### config.mk
export PLATFORM = sky130hd
export DESIGN_NAME = hpvi_ctrl
export DESIGN_NICKNAME = d
export VERILOG_FILES = /design/src/rtl/hpvi_ctrl.sv
export SDC_FILE = /design/constraint.sdc
export NUM_CORES = 1
export LEC_CHECK = 0
export CAP_MARGIN = 10
export CORE_MARGIN = 5
export CORE_UTILIZATION = 48
export DETAILED_ROUTE_END_ITERATION = 8
export PLACE_DENSITY = 0.8
export SYNTH_ARGS = -nofsm -noshare
export SYNTH_HDL_FRONTEND = slang
export SYNTH_SLANG_ARGS = --single-unit
### constraint.sdc
create_clock -name clk -period 3.6 [get_ports clk]
set_clock_uncertainty 0.2 [all_clocks]
set_input_delay 0.54 -clock clk [delete_from_list [all_inputs] [get_ports clk]]
set_output_delay 0.54 -clock clk [all_outputs]
set_load 0.05 [all_outputs]
### src/rtl/hpvi_ctrl.sv
// Parametrised priority vectored interrupt controller: edge/level capture, maskable
// fixed-priority arbitration, nested in-service tracking and an ack/EOI handshake.
module hpvi_ctrl #(
  parameter int                 numInts  = 8,
  parameter int                 idWidth  = 3,
  parameter int                 pcWidth  = 16,
  parameter int                 addrLen  = 2,
  parameter logic [numInts-1:0] edgeTrig = {numInts{1'b1}}
) (
  input  logic               clk,
  input  logic               rstN,
  input  logic [numInts-1:0] ints,
  input  logic [numInts-1:0] maskIn,
  input  logic               ldMask,
  input  logic               clrMask,
  input  logic               intDisable,
  input  logic [pcWidth-1:0] vecBase,
  input  logic               intAck,
  input  logic               intEoi,
  output logic               intPending,
  output logic [idWidth-1:0] intId,
  output logic [pcWidth-1:0] intAddr,
  output logic [numInts-1:0] inService
);

  logic [numInts-1:0] ints_q, ints_d;
  logic [numInts-1:0] pend_q, pend_d;
  logic [numInts-1:0] mask_q, mask_d;
  logic [numInts-1:0] in_service_q, in_service_d;
  logic               int_pending_q, int_pending_d;
  logic [idWidth-1:0] int_id_q, int_id_d;
  logic [pcWidth-1:0] int_addr_q, int_addr_d;

  logic [numInts-1:0] rise_s;
  logic [numInts-1:0] eligible_s;
  logic [numInts-1:0] ack_onehot_s;
  logic [numInts-1:0] eoi_onehot_s;
  logic [idWidth-1:0] win_s;
  logic [idWidth-1:0] top_s;
  logic               ack_accepted_s;
  logic               cand_s;

  // Index of the lowest set bit; the highest-priority channel wins the scan.
  function automatic logic [idWidth-1:0] lowest_index(input logic [numInts-1:0] v);
    logic [idWidth-1:0] idx;
    idx = {idWidth{1'b0}};
    for (int i = numInts - 1; i >= 0; i--) begin
      idx = v[i] ? idWidth'(i) : idx;
    end
    return idx;
  endfunction

  // Isolate the lowest set bit of a vector.
  function automatic logic [numInts-1:0] lowest_onehot(input logic [numInts-1:0] v);
    return v & (~v + numInts'(1));
  endfunction

  // Capture, arbitration and next-state computation for all registers.
  always_comb begin
    ints_d         = ints;
    rise_s         = ints & ~ints_q;
    ack_accepted_s = intAck & int_pending_q;

    if (ack_accepted_s) begin
      ack_onehot_s = numInts'(1) << int_id_q;
    end else begin
      ack_onehot_s = {numInts{1'b0}};
    end

    if (intEoi) begin
      eoi_onehot_s = lowest_onehot(in_service_q);
    end else begin
      eoi_onehot_s = {numInts{1'b0}};
    end

    // Edge channels latch until acked (a same-cycle edge re-arms them); level channels follow the line.
    pend_d = pend_q;
    for (int i = 0; i < numInts; i++) begin
      if (edgeTrig[i]) begin
        pend_d[i] = (pend_q[i] & ~ack_onehot_s[i]) | rise_s[i];
      end else begin
        pend_d[i] = ints[i];
      end
    end

    if (clrMask) begin
      mask_d = {numInts{1'b0}};
    end else if (ldMask) begin
      mask_d = maskIn;
    end else begin
      mask_d = mask_q;
    end

    eligible_s = pend_q & mask_q;
    win_s      = lowest_index(eligible_s);
    top_s      = lowest_index(in_service_q);
    cand_s     = (|eligible_s) &&
                 ((in_service_q == {numInts{1'b0}}) || (win_s < top_s));

    // EOI retires the pre-ack top entry; the acked channel is then added.
    in_service_d  = (in_service_q & ~eoi_onehot_s) | ack_onehot_s;
    int_pending_d = cand_s & ~intDisable & ~ack_accepted_s;

    if (cand_s) begin
      int_id_d   = win_s;
      int_addr_d = vecBase + (pcWidth'(win_s) << addrLen);
    end else begin
      int_id_d   = int_id_q;
      int_addr_d = int_addr_q;
    end
  end

  // State and output registers; async reset clears presentation without a clock.
  always_ff @(posedge clk or negedge rstN) begin
    if (!rstN) begin
      ints_q        <= {numInts{1'b0}};
      pend_q        <= {numInts{1'b0}};
      mask_q        <= {numInts{1'b0}};
      in_service_q  <= {numInts{1'b0}};
      int_pending_q <= 1'b0;
      int_id_q      <= {idWidth{1'b0}};
      int_addr_q    <= {pcWidth{1'b0}};
    end else begin
      ints_q        <= ints_d;
      pend_q        <= pend_d;
      mask_q        <= mask_d;
      in_service_q  <= in_service_d;
      int_pending_q <= int_pending_d;
      int_id_q      <= int_id_d;
      int_addr_q    <= int_addr_d;
    end
  end

  assign intPending = int_pending_q;
  assign intId      = int_id_q;
  assign intAddr    = int_addr_q;
  assign inService  = in_service_q;

endmodule

==> results of run 1 <==
cell families after synthesis:
| kind of cell | synth area share [%] |
|---|---|
| buffers and inverters | 3.474 |
| AND/OR/NAND/NOR | 14.51 |
| flip-flops | 53.14 |
| XOR/XNOR | 4.650 |
| multiplexers | 11.50 |
| adder cells (fa/ha/maj) | 3.781 |
| AO/OA/AOI/OAI | 8.943 |
area by class of cell:
class / count / share of cell area (%)
clock buffer: 8 / 2.750
timing repair buffer: 67 / 20.24
tap: 70 / 2.674
sequential: 52 / 39.73
inverter: 18 / 2.063
multi-input combinational: 157 / 32.54
path summary, 6_finish.rpt:
kind / startpoint / endpoint / cells after the start
worst max-delay path: mask_q[1]$_DFFE_PN0P_ / intAddr[10]$_DFFE_PN0P_ / 10
worst min-delay path: rstN / intAddr[11]$_DFFE_PN0P_ / 1
worst max register to register: mask_q[1]$_DFFE_PN0P_ / intAddr[10]$_DFFE_PN0P_ / 10
worst min register to register: ints_q[1]$_DFF_PN0_ / pend_q[1]$_DFF_PN0_ / 1
max in group asynchronous: rstN / intAddr[8]$_DFFE_PN0P_ / 2
min in group clk: ints_q[1]$_DFF_PN0_ / pend_q[1]$_DFF_PN0_ / 1
placed cells by master, fill, tap and decap left out, types with 2 or more instances in the layout:
cell type,instances
sky130_fd_sc_hd__clkdlybuf4s50_1,65
sky130_fd_sc_hd__dfrtp_1,52
sky130_fd_sc_hd__nand2_1,33
sky130_fd_sc_hd__nor2_1,19
sky130_fd_sc_hd__inv_1,18
sky130_fd_sc_hd__mux2_1,16
sky130_fd_sc_hd__o21ai_0,14
sky130_fd_sc_hd__mux2i_1,9
sky130_fd_sc_hd__xor2_1,7
sky130_fd_sc_hd__xnor2_1,6
sky130_fd_sc_hd__clkbuf_8,6
sky130_fd_sc_hd__nand2b_1,5
sky130_fd_sc_hd__a22o_1,4
sky130_fd_sc_hd__nor3_1,4
sky130_fd_sc_hd__nand3_1,4
sky130_fd_sc_hd__ha_1,4
sky130_fd_sc_hd__a22oi_1,3
sky130_fd_sc_hd__nor3b_1,3
sky130_fd_sc_hd__a21oi_1,2
sky130_fd_sc_hd__a221oi_1,2
sky130_fd_sc_hd__nor2b_1,2
sky130_fd_sc_hd__or3_1,2
sky130_fd_sc_hd__maj3_2,2
sky130_fd_sc_hd__nand4_1,2
sky130_fd_sc_hd__clkbuf_1,2
worst max-delay path: stages (launching register included):
cell and delay, ps:
sky130_fd_sc_hd__dfrtp_1 400, sky130_fd_sc_hd__nand2_1 70, sky130_fd_sc_hd__a32o_1 260, sky130_fd_sc_hd__nor3_1 380, sky130_fd_sc_hd__ha_1 250, sky130_fd_sc_hd__inv_1 60, sky130_fd_sc_hd__fa_1 400, sky130_fd_sc_hd__maj3_2 380
sky130_fd_sc_hd__nor3b_1 270, sky130_fd_sc_hd__xor2_1 110, sky130_fd_sc_hd__mux2_1 280
layer usage:
metal | up-vias | global-route usage, %
li1 | 928 | -
met1 | 926 | 22.94
met2 | 49 | 30.29
met3 | 6 | 3.838
met4 | 0 | 5.574
met5 | - | 0
through the flow:
stage	cell area, um2	util (%)
after CTS	3276	64.96
final	3276	64.96
after floorplan	2449	-
after global placement	3186	63.18
after detailed placement	3186	63.18
after global routing	3276	64.96
registers in the layout (all words and copies together) (netlist names):
name / cells
intAddr: 16
inService: 8
ints_q: 8
mask_q: 8
pend_q: 8
intId: 3
intPending: 1
power by group:
| part | internal (mW) | switching, mW | leakage [nW] |
|---|---|---|---|
| clock | 0.157 | 0.179 | 0.0455 |
| sequential | 0.746 | 0.126 | 0.620 |
| combinational | 0.500 | 0.816 | 0.820 |
==> results.yml, run 1 <==
outcome:
  status: "finished, final reports clean"
logic_synthesis:
  netlist_instances: 231
  synth_top_cell_by_area: "sky130_fd_sc_hd__dfrtp_1"
  synth_area_per_cell_um2: 10.60
  synth_edf_count: 0
  synth_top_area_share_pct: 53.14
  synthMostInstantiatedCell: "sky130_fd_sc_hd__dfrtp_1"
  synth_ff_type: "sky130_fd_sc_hd__dfrtp_1"
  yosysWarnings: 0
  post_synthesis_instance_area_um2: 2449
  synth_async_sr_flop_share_pct: 100.0
  synthTopCellsByArea: "sky130_fd_sc_hd__dfrtp_1, sky130_fd_sc_hd__mux2_1, sky130_fd_sc_hd__nand2_1"
  synth_sequential_area_ratio_pct: 53.14
  synth.distinct_cells: 39
  syn_nets: 275
  top_cell_types_by_occurrence_after_synthesis: "sky130_fd_sc_hd__dfrtp_1, sky130_fd_sc_hd__nand2_1, sky130_fd_sc_hd__nor2_1, sky130_fd_sc_hd__inv_1, sky130_fd_sc_hd__mux2_1"
  synth_seq_cells: 52
global_routing:
  first_global_vias: 1867
  overflow: 0
  gr-usage-all-layers_pct: 17.89
  grt_start_max_net_pins: 42
  antenna_found_initial: 0
  wire_length_of_the_first_global_routing_pass_um: 8914
route:
  route.top_layer_used: "met4"
  met3WireLength_um: 279
  first_pass_iters: 4
  routed_via_density: 5.132
  first_iter_violations: 98
  drt-wirelength-per-cell_um: 14.67
  drt_wl_total_um: 5456
  via_count: 1909
  route.layer.met1.wl_um: 2321
  remaining_drc_errors: 0
  met2WireLength_um: 2787
  drt.antenna.violating_nets: 0
layout:
  multi_input_area_um2: 1066
  insertedDiodeCount: 0
  fill_cells: 430
  flow.area_growth_from_synthesis_pct: 33.78
  layout-drive-gt1-share_pct: 4.305
  seq_area_um2: 1301
  final-instance-count-excl-fill: 372
  final_net_count: 345
clocking:
  worst_skew_late_latency_ps: 310
  cts_root_buffer: "sky130_fd_sc_hd__clkbuf_8"
  maximum_level_of_the_cts_h_tree: 2
  post_cts.resized_instances: 0
  tritoncts: "done"
  tritoncts_num_sinks: 52
  cts-root-to-sink-buffers: 2
  postCtsHoldBufs: 0
  post-cts-setup-buffers: 0
  cts_inserted_buffers: 5
  cts.clk_slew.worst_paths_ps: 80
critical_path:
  crit_path_max_fanout: 5
  endpoint_kind: "register"
  reg2reg_setup_slack_ps: 440
  cp.required_ps: 3590
  start_kind: "register"
  critPathKind: "register to register"
  worst-endpoint-arrival_ps: 3160
sta:
  final-hold-violation-count: 0
  period_share_pct: 87.85
  layout_min_cycle_time_ps: 3163
  max_freq_ghz: 0.3162
  rsz0062_at_grt: "false"
  worst_hold_margin_ps: 145.3
  setup-tns-final_ps: 0
  post-route-worst-setup-slack_ps: 437.3
  slew_viol_final: 0
  setup_viol: 0
  relSlewSlack_pct: 31.62
  timing_worst_slew_pin_value_ps: 1026
power_and_ir_drop:
  leakage_dissipation_nw: 1.485
  fin_total_pwr_mw: 2.524
  pwr_density_cell_nw_per_um2: 770.5
  ir_drop_uv: 508.7
floorplanning:
  dieHeight_um: 81.43
  design.die.area_um2: 6630
  top_level_pins: 67
  rows: 26
  initial_core_util_pct: 48.56
  die_x_um: 81.43
  fp.coreArea_um2: 5042
placed_design:
  dp_cells: 364
  dp_hpwl_um: 4316
  dpl_worst_slack_ps: 475.2
  port_buffers: 66
  final_weighted_congestion_in_routability_driven_placement: 0.8476
min_path:
  kind_of_path_behind_the_tightest_hold_check: "input pin to async pin"
job:
  max_cap_viol_count: 0
Note: power is estimated with default switching activity, not from simulation.
==> run 2: changes to the inputs <==
--- a/config.mk
+++ b/config.mk
@@ -7,9 +7,10 @@
 export LEC_CHECK = 0
 export CAP_MARGIN = 10
 export CORE_MARGIN = 5
-export CORE_UTILIZATION = 48
+export CORE_UTILIZATION = 50
+export CTS_BUF_LIST = sky130_fd_sc_hd__clkbuf_8
 export DETAILED_ROUTE_END_ITERATION = 8
-export PLACE_DENSITY = 0.8
+export PLACE_DENSITY = 0.83
 export SYNTH_ARGS = -nofsm -noshare
 export SYNTH_HDL_FRONTEND = slang
 export SYNTH_SLANG_ARGS = --single-unit
==> run 2 against run 1 <==
Wire length increased by 1.4%; critical path depth did not move; highest routed layer unchanged; critical path type unchanged; global-route usage grew 0.68 points.
==> results.yml, run 2 (synthesis gave the netlist of run 1 again) <==
outcome:
  status: "finished, final reports clean"
sta:
  rsz0062_at_grt: "false"
  slew_viol_final: 0
  final-hold-violation-count: 0
  layout_min_cycle_time_ps: 3244
  relSlewSlack_pct: 27.37
  max_freq_ghz: 0.3083
  post-route-worst-setup-slack_ps: 356.1
  period_share_pct: 90.11
  setup_viol: 0
  setup-tns-final_ps: 0
  timing_worst_slew_pin_value_ps: 1089
  worst_hold_margin_ps: 218.9
floorplanning:
  die_x_um: 79.98
  design.die.area_um2: 6397
  dieHeight_um: 79.98
  top_level_pins: 67
  initial_core_util_pct: 51.50
  fp.coreArea_um2: 4755
  rows: 25
critical_path:
  worst_r2r_endpoint: "intAddr[10]$_DFFE_PN0P_"
  reg2reg_setup_slack_ps: 360
  critPathBufInv: 1
  endpoint_kind: "register"
  worst_path_largest_cell_delay_ps: 410
  worst-endpoint-arrival_ps: 3230
  critPathKind: "register to register"
  r2r_cells: 10
  cp-endpoint: "intAddr[10]$_DFFE_PN0P_"
  critical_path_top_delay_cell: "sky130_fd_sc_hd__nor3_1"
  crit-reg2reg-launch: "mask_q[1]$_DFFE_PN0P_"
  cp.required_ps: 3580
  critPathLaunch: "mask_q[1]$_DFFE_PN0P_"
  crit_path_cell_trace: "nand2_1 > a32o_1 > nor3_1 > ha_1 > inv_1 > fa_1 > maj3_2 > nor3b_1 > xor2_1 > mux2_1"
  crit_path_max_fanout: 5
  worst_path_dominant_cell_family: "adder cells"
  start_kind: "register"
  timing.critical_path.depth: 10
layout:
  largest_register_ffs: 16
  fin_area_um2: 3331
  layout-drive-gt1-share_pct: 4.950
  final_common_cell: "sky130_fd_sc_hd__clkdlybuf4s50_1"
  final_net_count: 346
  insertedDiodeCount: 0
  fill_cells: 360
  finished_core_util_pct: 70.05
  flow.area_growth_from_synthesis_pct: 36.02
  mostFrequentLayoutCells: "sky130_fd_sc_hd__clkdlybuf4s50_1, sky130_fd_sc_hd__dfrtp_1, sky130_fd_sc_hd__nand2_1"
clocking:
  post_cts.resized_instances: 0
  cts_root_buffer: "sky130_fd_sc_hd__clkbuf_8"
  cts-root-to-sink-buffers: 2
  postCtsHoldBufs: 0
  cts.clk_slew.worst_paths_ps: 90
  tritoncts: "done"
  tritoncts_num_sinks: 52
  worst_skew_late_latency_ps: 310
  post-cts-setup-buffers: 0
  maximum_level_of_the_cts_h_tree: 2
  cts_inserted_buffers: 5
global_routing:
  grt_start_max_net_pins: 53
  wire_length_of_the_first_global_routing_pass_um: 9128
  overflow: 0
  gr-usage-all-layers_pct: 18.58
  first_global_vias: 1872
  antenna_found_initial: 0
route:
  drt_wl_total_um: 5533
  first_iter_violations: 102
  remaining_drc_errors: 0
  via_count: 1936
  routed_via_density: 5.232
  drt-wirelength-per-cell_um: 14.95
  drt.antenna.violating_nets: 0
  first_pass_iters: 4
power_and_ir_drop:
  pwr_density_cell_nw_per_um2: 788.2
  leakage_dissipation_nw: 1.512
  ir_drop_uv: 480.0
min_path:
  kind_of_path_behind_the_tightest_hold_check: "register to register"
placed_design:
  final_weighted_congestion_in_routability_driven_placement: 0.8752
  dp_hpwl_um: 4207
  place_area_um2: 3174
  dpl_worst_slack_ps: 358.2
  port_buffers: 66
job:
  max_cap_viol_count: 0
[run 2: metal layers]
layer	GRT usage [%]	up-vias	part of all wire, %	wire, um
met5	0	-	0	0
met3	3.386	9	4.9	272
li1	-	927	-	-
met1	25.05	943	44	2416
met2	29.39	57	50	2751
met4	7.770	0	1.7	93
[run 2: worst min path at each step]
stage	slack, ps	from	endpoint	cells past startpoint
6_report	220	ints_q[5]$_DFF_PN0_	pend_q[5]$_DFF_PN0_	1
5_1_grt	260	ints_q[2]$_DFF_PN0_	pend_q[2]$_DFF_PN0_	1
4_1_cts	220	ints_q[5]$_DFF_PN0_	pend_q[5]$_DFF_PN0_	1
3_5_place_dp	210	ints_q[5]$_DFF_PN0_	pend_q[5]$_DFF_PN0_	1
3_3_place_gp	200	ints_q[3]$_DFF_PN0_	pend_q[3]$_DFF_PN0_	1
2_1_floorplan	40	rstN	inService[0]$_DFF_PN0_	0
[run 2: through the flow]
| step | std cells | total power, mW |
|---|---|---|
| after floorplan | 231 | 1.758 |
| after global placement | 360 | 2.171 |
| after detailed placement | 360 | 2.210 |
| after CTS | 368 | 2.642 |
| after global routing | 370 | 2.764 |
| final | 370 | 2.625 |
[run 2: worst reg2reg max path: stages, from the launching register on]
cell and delay (ps):
sky130_fd_sc_hd__dfrtp_1 400, sky130_fd_sc_hd__nand2_1 60, sky130_fd_sc_hd__a32o_1 260, sky130_fd_sc_hd__nor3_1 410, sky130_fd_sc_hd__ha_1 250, sky130_fd_sc_hd__inv_1 60
sky130_fd_sc_hd__fa_1 410, sky130_fd_sc_hd__maj3_2 380, sky130_fd_sc_hd__nor3b_1 270, sky130_fd_sc_hd__xor2_1 120, sky130_fd_sc_hd__mux2_1 300
[run 2: cell type report]
class | instances | area (um2) | share of cell area (%)
tap | 67 | 83.83 | 2.517
clock inverter | 1 | 30.03 | 0.9016
multi-input combinational | 157 | 1066 | 32.01
timing repair buffer | 68 | 685.7 | 20.59
sequential | 52 | 1301 | 39.07
clock buffer | 7 | 96.34 | 2.893
inverter | 18 | 67.56 | 2.029
[run 2: power by group]
| part | switching, mW | internal [mW] | total (mW) |
|---|---|---|---|
| Combinational | 0.820 | 0.502 | 1.32 |
| Sequential | 0.129 | 0.746 | 0.875 |
| Clock | 0.183 | 0.245 | 0.428 |
